**config.mk**
```make
export PLATFORM = sky130hd
export DESIGN_NAME = serial_link_param
export DESIGN_NICKNAME = d
export VERILOG_FILES = /design/src/rtl/serial_link_param.sv
export SDC_FILE = /design/constraint.sdc
export NUM_CORES = 1
export LEC_CHECK = 0
export BUFFER_PORTS_ARGS = -buffer_cell sky130_fd_sc_hd__buf_2
export CAP_MARGIN = 40
export CORE_MARGIN = 2
export CORE_UTILIZATION = 35
export CTS_CLUSTER_SIZE = 14
export DETAILED_ROUTE_END_ITERATION = 16
export PLACE_DENSITY_LB_ADDON = 0.2
export SYNTH_ARGS = -nofsm -noshare
export SYNTH_HDL_FRONTEND = slang
export SYNTH_SLANG_ARGS = --single-unit
export TNS_END_PERCENT = 5
```
**constraint.sdc**
```tcl
create_clock -name clk -period 4.85 [get_ports clk]
set_input_delay 0.97 -clock clk [delete_from_list [all_inputs] [get_ports clk]]
set_output_delay 0.97 -clock clk [all_outputs]
set_load 0.01 [all_outputs]
```
**src/rtl/serial_link_param.sv**
```systemverilog
// Parametrised N x W-bit serial link: per-channel holding registers, a framed LSB-first
// transmitter (start / data / optional even parity / stop) and a matching receiver.
module serial_link_param #(
   parameter int unsigned W         = 4,
   parameter int unsigned N         = 4,
   parameter int unsigned PARITY_EN = 1
) (
   input  logic         clk,
   input  logic         rst,
   input  logic [N*W-1:0] data_in,
   input  logic [N-1:0] ld,
   input  logic         transmit,
   output logic         busy,
   output logic         tx_line,
   input  logic         rx_line,
   output logic [N*W-1:0] data_out,
   output logic         received,
   output logic         parity_err,
   output logic         frame_err
);

   localparam int unsigned NW = N * W;
   localparam int unsigned CW = (NW > 1) ? $clog2(NW) : 1;
   localparam logic [CW-1:0] LastBit = CW'(NW - 1);
   localparam bit HasParity = (PARITY_EN != 0);

   typedef enum logic [2:0] {TxIdle, TxStart, TxData, TxParity, TxStop} tx_state_e;
   typedef enum logic [2:0] {RxIdle, RxData, RxParity, RxStop, RxWaitHigh} rx_state_e;

   // ------------------------------------------------------------------
   // Holding registers
   // ------------------------------------------------------------------
   logic [NW-1:0] hold_q;

   always_ff @(posedge clk or posedge rst) begin
      if (rst) begin
         hold_q <= '0;
      end else begin
         for (int i = 0; i < N; i++) begin
            if (ld[i]) hold_q[i*W +: W] <= data_in[i*W +: W];
         end
      end
   end

   // ------------------------------------------------------------------
   // Transmitter: the state names the bit currently on tx_line
   // ------------------------------------------------------------------
   tx_state_e     tx_state_q, tx_state_d;
   logic [NW-1:0] tx_shift_q, tx_shift_d;
   logic [CW-1:0] tx_cnt_q, tx_cnt_d;
   logic          tx_par_q, tx_par_d;
   logic          tx_line_q, tx_line_d;

   always_ff @(posedge clk or posedge rst) begin
      if (rst) begin
         tx_state_q <= TxIdle;
         tx_shift_q <= '0;
         tx_cnt_q   <= '0;
         tx_par_q   <= 1'b0;
         tx_line_q  <= 1'b1;
      end else begin
         tx_state_q <= tx_state_d;
         tx_shift_q <= tx_shift_d;
         tx_cnt_q   <= tx_cnt_d;
         tx_par_q   <= tx_par_d;
         tx_line_q  <= tx_line_d;
      end
   end

   always_comb begin
      tx_state_d = tx_state_q;
      tx_shift_d = tx_shift_q;
      tx_cnt_d   = tx_cnt_q;
      tx_par_d   = tx_par_q;
      tx_line_d  = tx_line_q;
      unique case (tx_state_q)
         TxIdle: begin
            tx_line_d = 1'b1;
            if (transmit) begin
               tx_state_d = TxStart;
               tx_shift_d = hold_q;
               tx_par_d   = ^hold_q;
               tx_line_d  = 1'b0;
            end
         end
         TxStart: begin
            tx_state_d = TxData;
            tx_cnt_d   = '0;
            tx_line_d  = tx_shift_q[0];
            tx_shift_d = tx_shift_q >> 1;
         end
         TxData: begin
            if (tx_cnt_q == LastBit) begin
               if (HasParity) begin
                  tx_state_d = TxParity;
                  tx_line_d  = tx_par_q;
               end else begin
                  tx_state_d = TxStop;
                  tx_line_d  = 1'b1;
               end
            end else begin
               tx_cnt_d   = tx_cnt_q + CW'(1);
               tx_line_d  = tx_shift_q[0];
               tx_shift_d = tx_shift_q >> 1;
            end
         end
         TxParity: begin
            tx_state_d = TxStop;
            tx_line_d  = 1'b1;
         end
         TxStop: begin
            // Back-to-back: the stop edge doubles as the next accept edge.
            if (transmit) begin
               tx_state_d = TxStart;
               tx_shift_d = hold_q;
               tx_par_d   = ^hold_q;
               tx_line_d  = 1'b0;
            end else begin
               tx_state_d = TxIdle;
               tx_line_d  = 1'b1;
            end
         end
         default: begin
            tx_state_d = TxIdle;
            tx_line_d  = 1'b1;
         end
      endcase
   end

   assign busy    = (tx_state_q != TxIdle);
   assign tx_line = tx_line_q;

   // ------------------------------------------------------------------
   // Receiver
   // ------------------------------------------------------------------
   rx_state_e     rx_state_q, rx_state_d;
   logic [NW-1:0] rx_shift_q, rx_shift_d;
   logic [CW-1:0] rx_cnt_q, rx_cnt_d;
   logic          rx_par_q, rx_par_d;
   logic [NW-1:0] data_out_q, data_out_d;
   logic          received_q, received_d;
   logic          parity_err_q, parity_err_d;
   logic          frame_err_q, frame_err_d;

   always_ff @(posedge clk or posedge rst) begin
      if (rst) begin
         rx_state_q   <= RxIdle;
         rx_shift_q   <= '0;
         rx_cnt_q     <= '0;
         rx_par_q     <= 1'b0;
         data_out_q   <= '0;
         received_q   <= 1'b0;
         parity_err_q <= 1'b0;
         frame_err_q  <= 1'b0;
      end else begin
         rx_state_q   <= rx_state_d;
         rx_shift_q   <= rx_shift_d;
         rx_cnt_q     <= rx_cnt_d;
         rx_par_q     <= rx_par_d;
         data_out_q   <= data_out_d;
         received_q   <= received_d;
         parity_err_q <= parity_err_d;
         frame_err_q  <= frame_err_d;
      end
   end

   always_comb begin
      rx_state_d   = rx_state_q;
      rx_shift_d   = rx_shift_q;
      rx_cnt_d     = rx_cnt_q;
      rx_par_d     = rx_par_q;
      data_out_d   = data_out_q;
      received_d   = 1'b0;
      parity_err_d = 1'b0;
      frame_err_d  = 1'b0;
      unique case (rx_state_q)
         RxIdle: begin
            if (!rx_line) begin
               rx_state_d = RxData;
               rx_cnt_d   = '0;
            end
         end
         RxData: begin
            // LSB-first: each new bit enters at the top and moves down.
            rx_shift_d = NW'({rx_line, rx_shift_q} >> 1);
            rx_cnt_d   = rx_cnt_q + CW'(1);
            if (rx_cnt_q == LastBit) begin
               rx_state_d = HasParity ? RxParity : RxStop;
            end
         end
         RxParity: begin
            rx_par_d   = rx_line;
            rx_state_d = RxStop;
         end
         RxStop: begin
            if (!rx_line) begin
               frame_err_d = 1'b1;
               rx_state_d  = RxWaitHigh;
            end else if (HasParity && ((^rx_shift_q) != rx_par_q)) begin
               parity_err_d = 1'b1;
               rx_state_d   = RxIdle;
            end else begin
               data_out_d = rx_shift_q;
               received_d = 1'b1;
               rx_state_d = RxIdle;
            end
         end
         RxWaitHigh: begin
            // A stuck-low line must not be mistaken for a start bit.
            if (rx_line) rx_state_d = RxIdle;
         end
         default: rx_state_d = RxIdle;
      endcase
   end

   assign data_out   = data_out_q;
   assign received   = received_q;
   assign parity_err = parity_err_q;
   assign frame_err  = frame_err_q;

endmodule

```
==> Word-level counts from Yosys, hierarchy flattened <==
Index checks and enable logic that the tools add are counted.
{ "word_totals": {"ff_bits": 84, "elab_cells": 81} }
{ "classes": {"addsub": 2, "eq_ne": 18, "mux": 27, "bitwise": 1, "reduce_logical": 16} }
{ "op_table": {"columns": ["op", "count"], "rows": [
  ["$pmux 16 s3", 1],
  ["$mux 16", 2],
  ["$reduce_xor 16->1", 2],
  ["$pmux 3 s5", 2],
  ["$mux 3", 6],
  ["$pmux 4 s2", 2],
  ["$eq 3x2->1 const B", 4],
  ["$ne 2x2->1 const B", 6],
  ["$mux 1", 11],
  ["$reduce_and 3->1", 3],
  ["$add 4x1->4 const B", 2],
  ["$eq 4x4->1 const B", 2],
  ["$mux 4", 2],
  ["$reduce_and 2->1", 4],
  ["$eq 3x1->1 const B", 2],
  ["$eq 3x3->1 const B", 2],
  ["$logic_not 3->1", 2],
  ["$reduce_bool 3->1", 2],
  ["$reduce_bool 2->1", 2],
  ["$pmux 1 s3", 1],
  ["$ne 2x1->1 const B", 1],
  ["$reduce_or 2->1", 1],
  ["$ne 1x1->1", 1],
  ["$not 1->1", 1]
]} }

==> Longest topological paths before layout <==
{ "logic_depth": {"ltp_word": 5, "ltp_mapped": 7, "ltp_nobuf": 6} }

==> Worst setup path after synthesis <==
OpenSTA, ideal clock, no wires.
{ "synth_timing": {"path_kind": "input port to flip-flop", "from": "input port rx_line", "to": "register data_out_q[0], in the netlist data_out[0]", "setup_time_ns": 0.125, "arrival_time_ns": 2.107, "t_required_ns": 4.725, "slack_ns": 2.618, "path_stages": 6, "path_cell_list": "inv_1 or2_2 nor2_1 mux2i_4 buf_12 mux2_4"} }
{ "synth_via": {"elab_chain_cells": 1} }
{ "synth_lines": {"columns": ["element", "line_no", "source"], "rows": [
  ["from (decl)", "15", "input logic rx_line,"],
  ["$reduce_and 3->1 (no line)", null, null],
  ["to (signal assigned)", "160", "data_out_q <= data_out_d;"],
  ["to (decl)", "140", "logic [NW-1:0] data_out_q, data_out_d;"]
]} }
Every way passes these cells.
A chain may end at the register's enable or synchronous reset.

==> Worst setup path in the final report <==
{ "layout_timing": {"from": "register rx_shift_q[13]", "to": "register data_out_q[11], in the netlist data_out[11]"} }
{ "layout_via": {"elab_chain_cells": 4} }
{ "layout_lines": {"columns": ["element", "line_no", "source"], "rows": [
  ["from (decl)", "137", "logic [NW-1:0] rx_shift_q, rx_shift_d;"],
  ["from (signal assigned)", "157", "rx_shift_q <= rx_shift_d;"],
  ["$reduce_xor 16->1", "199", "end else if (HasParity && ((^rx_shift_q) != rx_par_q)) begin"],
  ["$ne 1x1->1", "199", null],
  ["$not 1->1 (no line)", null, null],
  ["$reduce_and 3->1 (no line)", null, null]
]} }
Every way passes these cells.

==> results_dict.tcl <==
set metrics [dict create \
    vdd_drop_max_uv 408 \
    syn_area_um2 3810 \
    antenna_found_initial 0 \
    grt_pass1_wl_um 11400 \
    route.detailed.drc 0 \
    cap_viol_max_count 0 \
    clock_tree_from_tritoncts "done" \
    number_of_fill_cells 1062 \
    chipWidth_um 108 \
    globalRouteOverflowTotal 0 \
    leakage_nw 2.09 \
    worst_path_max_delay_cell "sky130_fd_sc_hd__mux2i_4" \
    synth.yosys.seq_area_share_pct 55.2 \
    cp_max_fo 17 \
    power_per_cell_area_nw_per_um2 689 \
    postPlaceCellArea_um2 4230 \
    hold-path-cell-count 2 \
    drive_gt1_share_pct 35.1 \
    clock_sink_count 84 \
    timing.rr.end "data_out[11]" \
    cts_root_buffer "sky130_fd_sc_hd__clkbuf_8" \
    synthesis.instances 299 \
    post-route-cell-area_um2 4480 \
    setup.worst_path.end_class "register" \
    post-route-util_pct 41.7 \
    insertion_delay_ns 0.36 \
    detail_route.first_pass.iterations 4 \
    synth.ff_latch_count 84 \
    final.setup.tns_ns 0 \
    crit_path_cell_trace "xor2_1 -> xnor2_1 -> xnor3_2 -> mux2i_4 -> mux2_2" \
    rows 38 \
    gp_routability_congestion 0.730 \
    synth_edf_count 0 \
    io_pins 45 \
    hold_viol 0 \
    worst_pin_slew_ns 0.825 \
    number_of_hold_repair_buffers_added_at_the_cts_stage 0 \
    crit_path_end "data_out[11]" \
    dp_hpwl_um 4560 \
    postSynth.asyncResetShare_pct 100 \
    postRouteWirelength_um 6700 \
    die_h_um 108 \
    antenna_left 0 \
    worst_ep_arrival_time_ns 2.69 \
    dr_total_vias 2338 \
    number_of_buffers_created_by_cts 9 \
    number_of_global_route_vias_before_repair 2363 \
    status "completed" \
    fin_worst_skew_ns 0.00731 \
    core_region_area_um2 10700 \
    synth.net_count 325 \
    r2r_slack_ns 2.41 \
    insertedDiodeCount 0 \
    fmax_mhz 409 \
    grt_max_degree 45 \
    post_drt_via_cell_ratio 4.74 \
    final.hold.worst_slack_ns 0.483 \
    post_cts.resized_instances 0 \
    worst_r2r_startpoint "rx_shift_q[13]" \
    synth-warning-count 0 \
    rsz_0062_raised_after_global_routing "false" \
    critical_path_required_ns 5.10 \
    wl_per_cell_um 13.6 \
    detail_route.iter0.violations 98 \
    path_class "register to register" \
    cts_post_setup_buffers_inserted 0 \
    clkSlewWorstSetupHoldPaths_ns 0.08 \
    initial_core_utilization_pct 35.4 \
    yosys_most_used_dff "sky130_fd_sc_hd__dfrtp_1" \
    finalPower_mw 3.09 \
    timing.final.crit_period_ns 2.44 \
    die_area_um2 11700 \
    layout_worst_path_cycle_share_pct 50.4 \
    yosys.cell_types.count 43 \
    worst_min_path_class "register to register" \
    cp-start-kind "register" \
    nNetsFinal 374 \
    post_synth.cell_area_avg_um2 12.7 \
    port_buffers 44 \
    area_overhead_of_the_layout_relative_to_synthesis_pct 17.5 \
    htreeDepth 3 \
    slew-limit-headroom_pct 45.0 \
    track_usage_pct 12.8 \
    crit_path_start "rx_shift_q[13]" \
    setup_viol_count_final 0 \
    crit_path_max_incr_delay_ns 0.67 \
    worstRegToRegCells 5 \
    cts.path.max_buffers 2 \
    finalMaxSlewViolations 0 \
]
stage by stage:
step           instances  setup WS (ns)
2_1_floorplan        299           1.72
4_1_cts              493           2.38
6_report             493           2.41
3_3_place_gp         475           2.29
3_5_place_dp         477           2.26
5_1_grt              493           2.26
critical path: cells and delay by family, from the launching register on:
family / cells / cell delay [ns]
XOR/XNOR: 3 / 0.83
flip-flops: 1 / 0.41
multiplexers: 2 / 1.08
synth_stat cells, drive strengths merged, types with 3 or more instances:
cell	n	share of area, %
mux2	49	15
nand3	3	0.39
nor3	4	0.53
nor2b	3	0.69
nand2	21	2.1
mux2i	16	4.5
clkbuf	8	0.79
a22o	3	0.69
xnor2	24	5.7
nand2b	4	0.66
a31oi	3	0.49
inv	8	0.79
a21oi	10	1.3
nor2	11	1.2
o21ai	19	2.5
dfrtp	83	55
xor2	4	0.92
state kept, by name, summed over array words and instances (netlist names), 3 cells and up:
register and cells:
rx_state_q 3, hold_q 16, tx_shift_q 16, data_out 16
tx_state_q 3, tx_cnt_q 4, rx_cnt_q 4, rx_shift_q 16
worst min path at each step:
stage               slack [ns]             end           start
floorplan                 0.45  tx_shift_q[10]  tx_shift_q[10]
global placement          0.46  tx_shift_q[10]  tx_shift_q[10]
detailed placement        0.47  tx_shift_q[11]  tx_shift_q[11]
CTS                       0.47       hold_q[6]             rst
global route              0.47       hold_q[6]             rst
finish                    0.48   tx_shift_q[1]   tx_shift_q[1]
cell families (layout without fill, tap and decap cells):
family          after synthesis  after routing  share of synthesized area [%]
buf+inv                      18             72                           2.23
xor+xnor                     30             30                           7.88
fa+ha+maj                     2              2                          0.657
simple gates                 56             56                           7.23
flops                        84             84                           55.2
compound gates               44             44                           6.87
mux                          65             65                           19.9
placed cells by master, fill, tap and decap left out, types with 3 or more instances in the layout:
| cell type | instances |
|---|---|
| sky130_fd_sc_hd__clkbuf_8 | 11 |
| sky130_fd_sc_hd__a22o_1 | 3 |
| sky130_fd_sc_hd__mux2i_1 | 15 |
| sky130_fd_sc_hd__a21oi_1 | 10 |
| sky130_fd_sc_hd__nor3_1 | 4 |
| sky130_fd_sc_hd__bufinv_16 | 3 |
| sky130_fd_sc_hd__o21ai_0 | 19 |
| sky130_fd_sc_hd__nand3_1 | 3 |
| sky130_fd_sc_hd__nand2b_1 | 4 |
| sky130_fd_sc_hd__mux2_2 | 40 |
| sky130_fd_sc_hd__xnor2_1 | 23 |
| sky130_fd_sc_hd__mux2_4 | 9 |
| sky130_fd_sc_hd__xor2_1 | 4 |
| sky130_fd_sc_hd__inv_1 | 7 |
| sky130_fd_sc_hd__dfrtp_1 | 83 |
| sky130_fd_sc_hd__nor2_1 | 10 |
| sky130_fd_sc_hd__buf_2 | 44 |
| sky130_fd_sc_hd__nand2_1 | 21 |
layout make-up:
class	instances	area (um2)	share of cell area, %
Multi-Input combinational cell	197	1630	36.3
Timing Repair Buffer	48	290	6.48
Sequential cell	84	2100	47.0
Inverter	8	31.3	0.699
Clock inverter	4	95.1	2.12
Clock buffer	12	155	3.47
Tap cell	140	175	3.91
power by group:
part	internal [mW]	switching [mW]	leakage [nW]
Clock	0.370	0.244	0.127
Sequential	0.951	0.216	1.04
Combinational	0.762	0.543	0.923
routing by layer:
layer | part of all wire (%) | track usage (%) | up-vias
met2 | 48 | 20.8 | 39
met5 | 0 | 0 | -
li1 | - | - | 1142
met4 | 1.3 | 4.12 | 0
met1 | 46 | 15.6 | 1150
met3 | 4.5 | 5.06 | 7
Power figures use the tool's default switching activity.
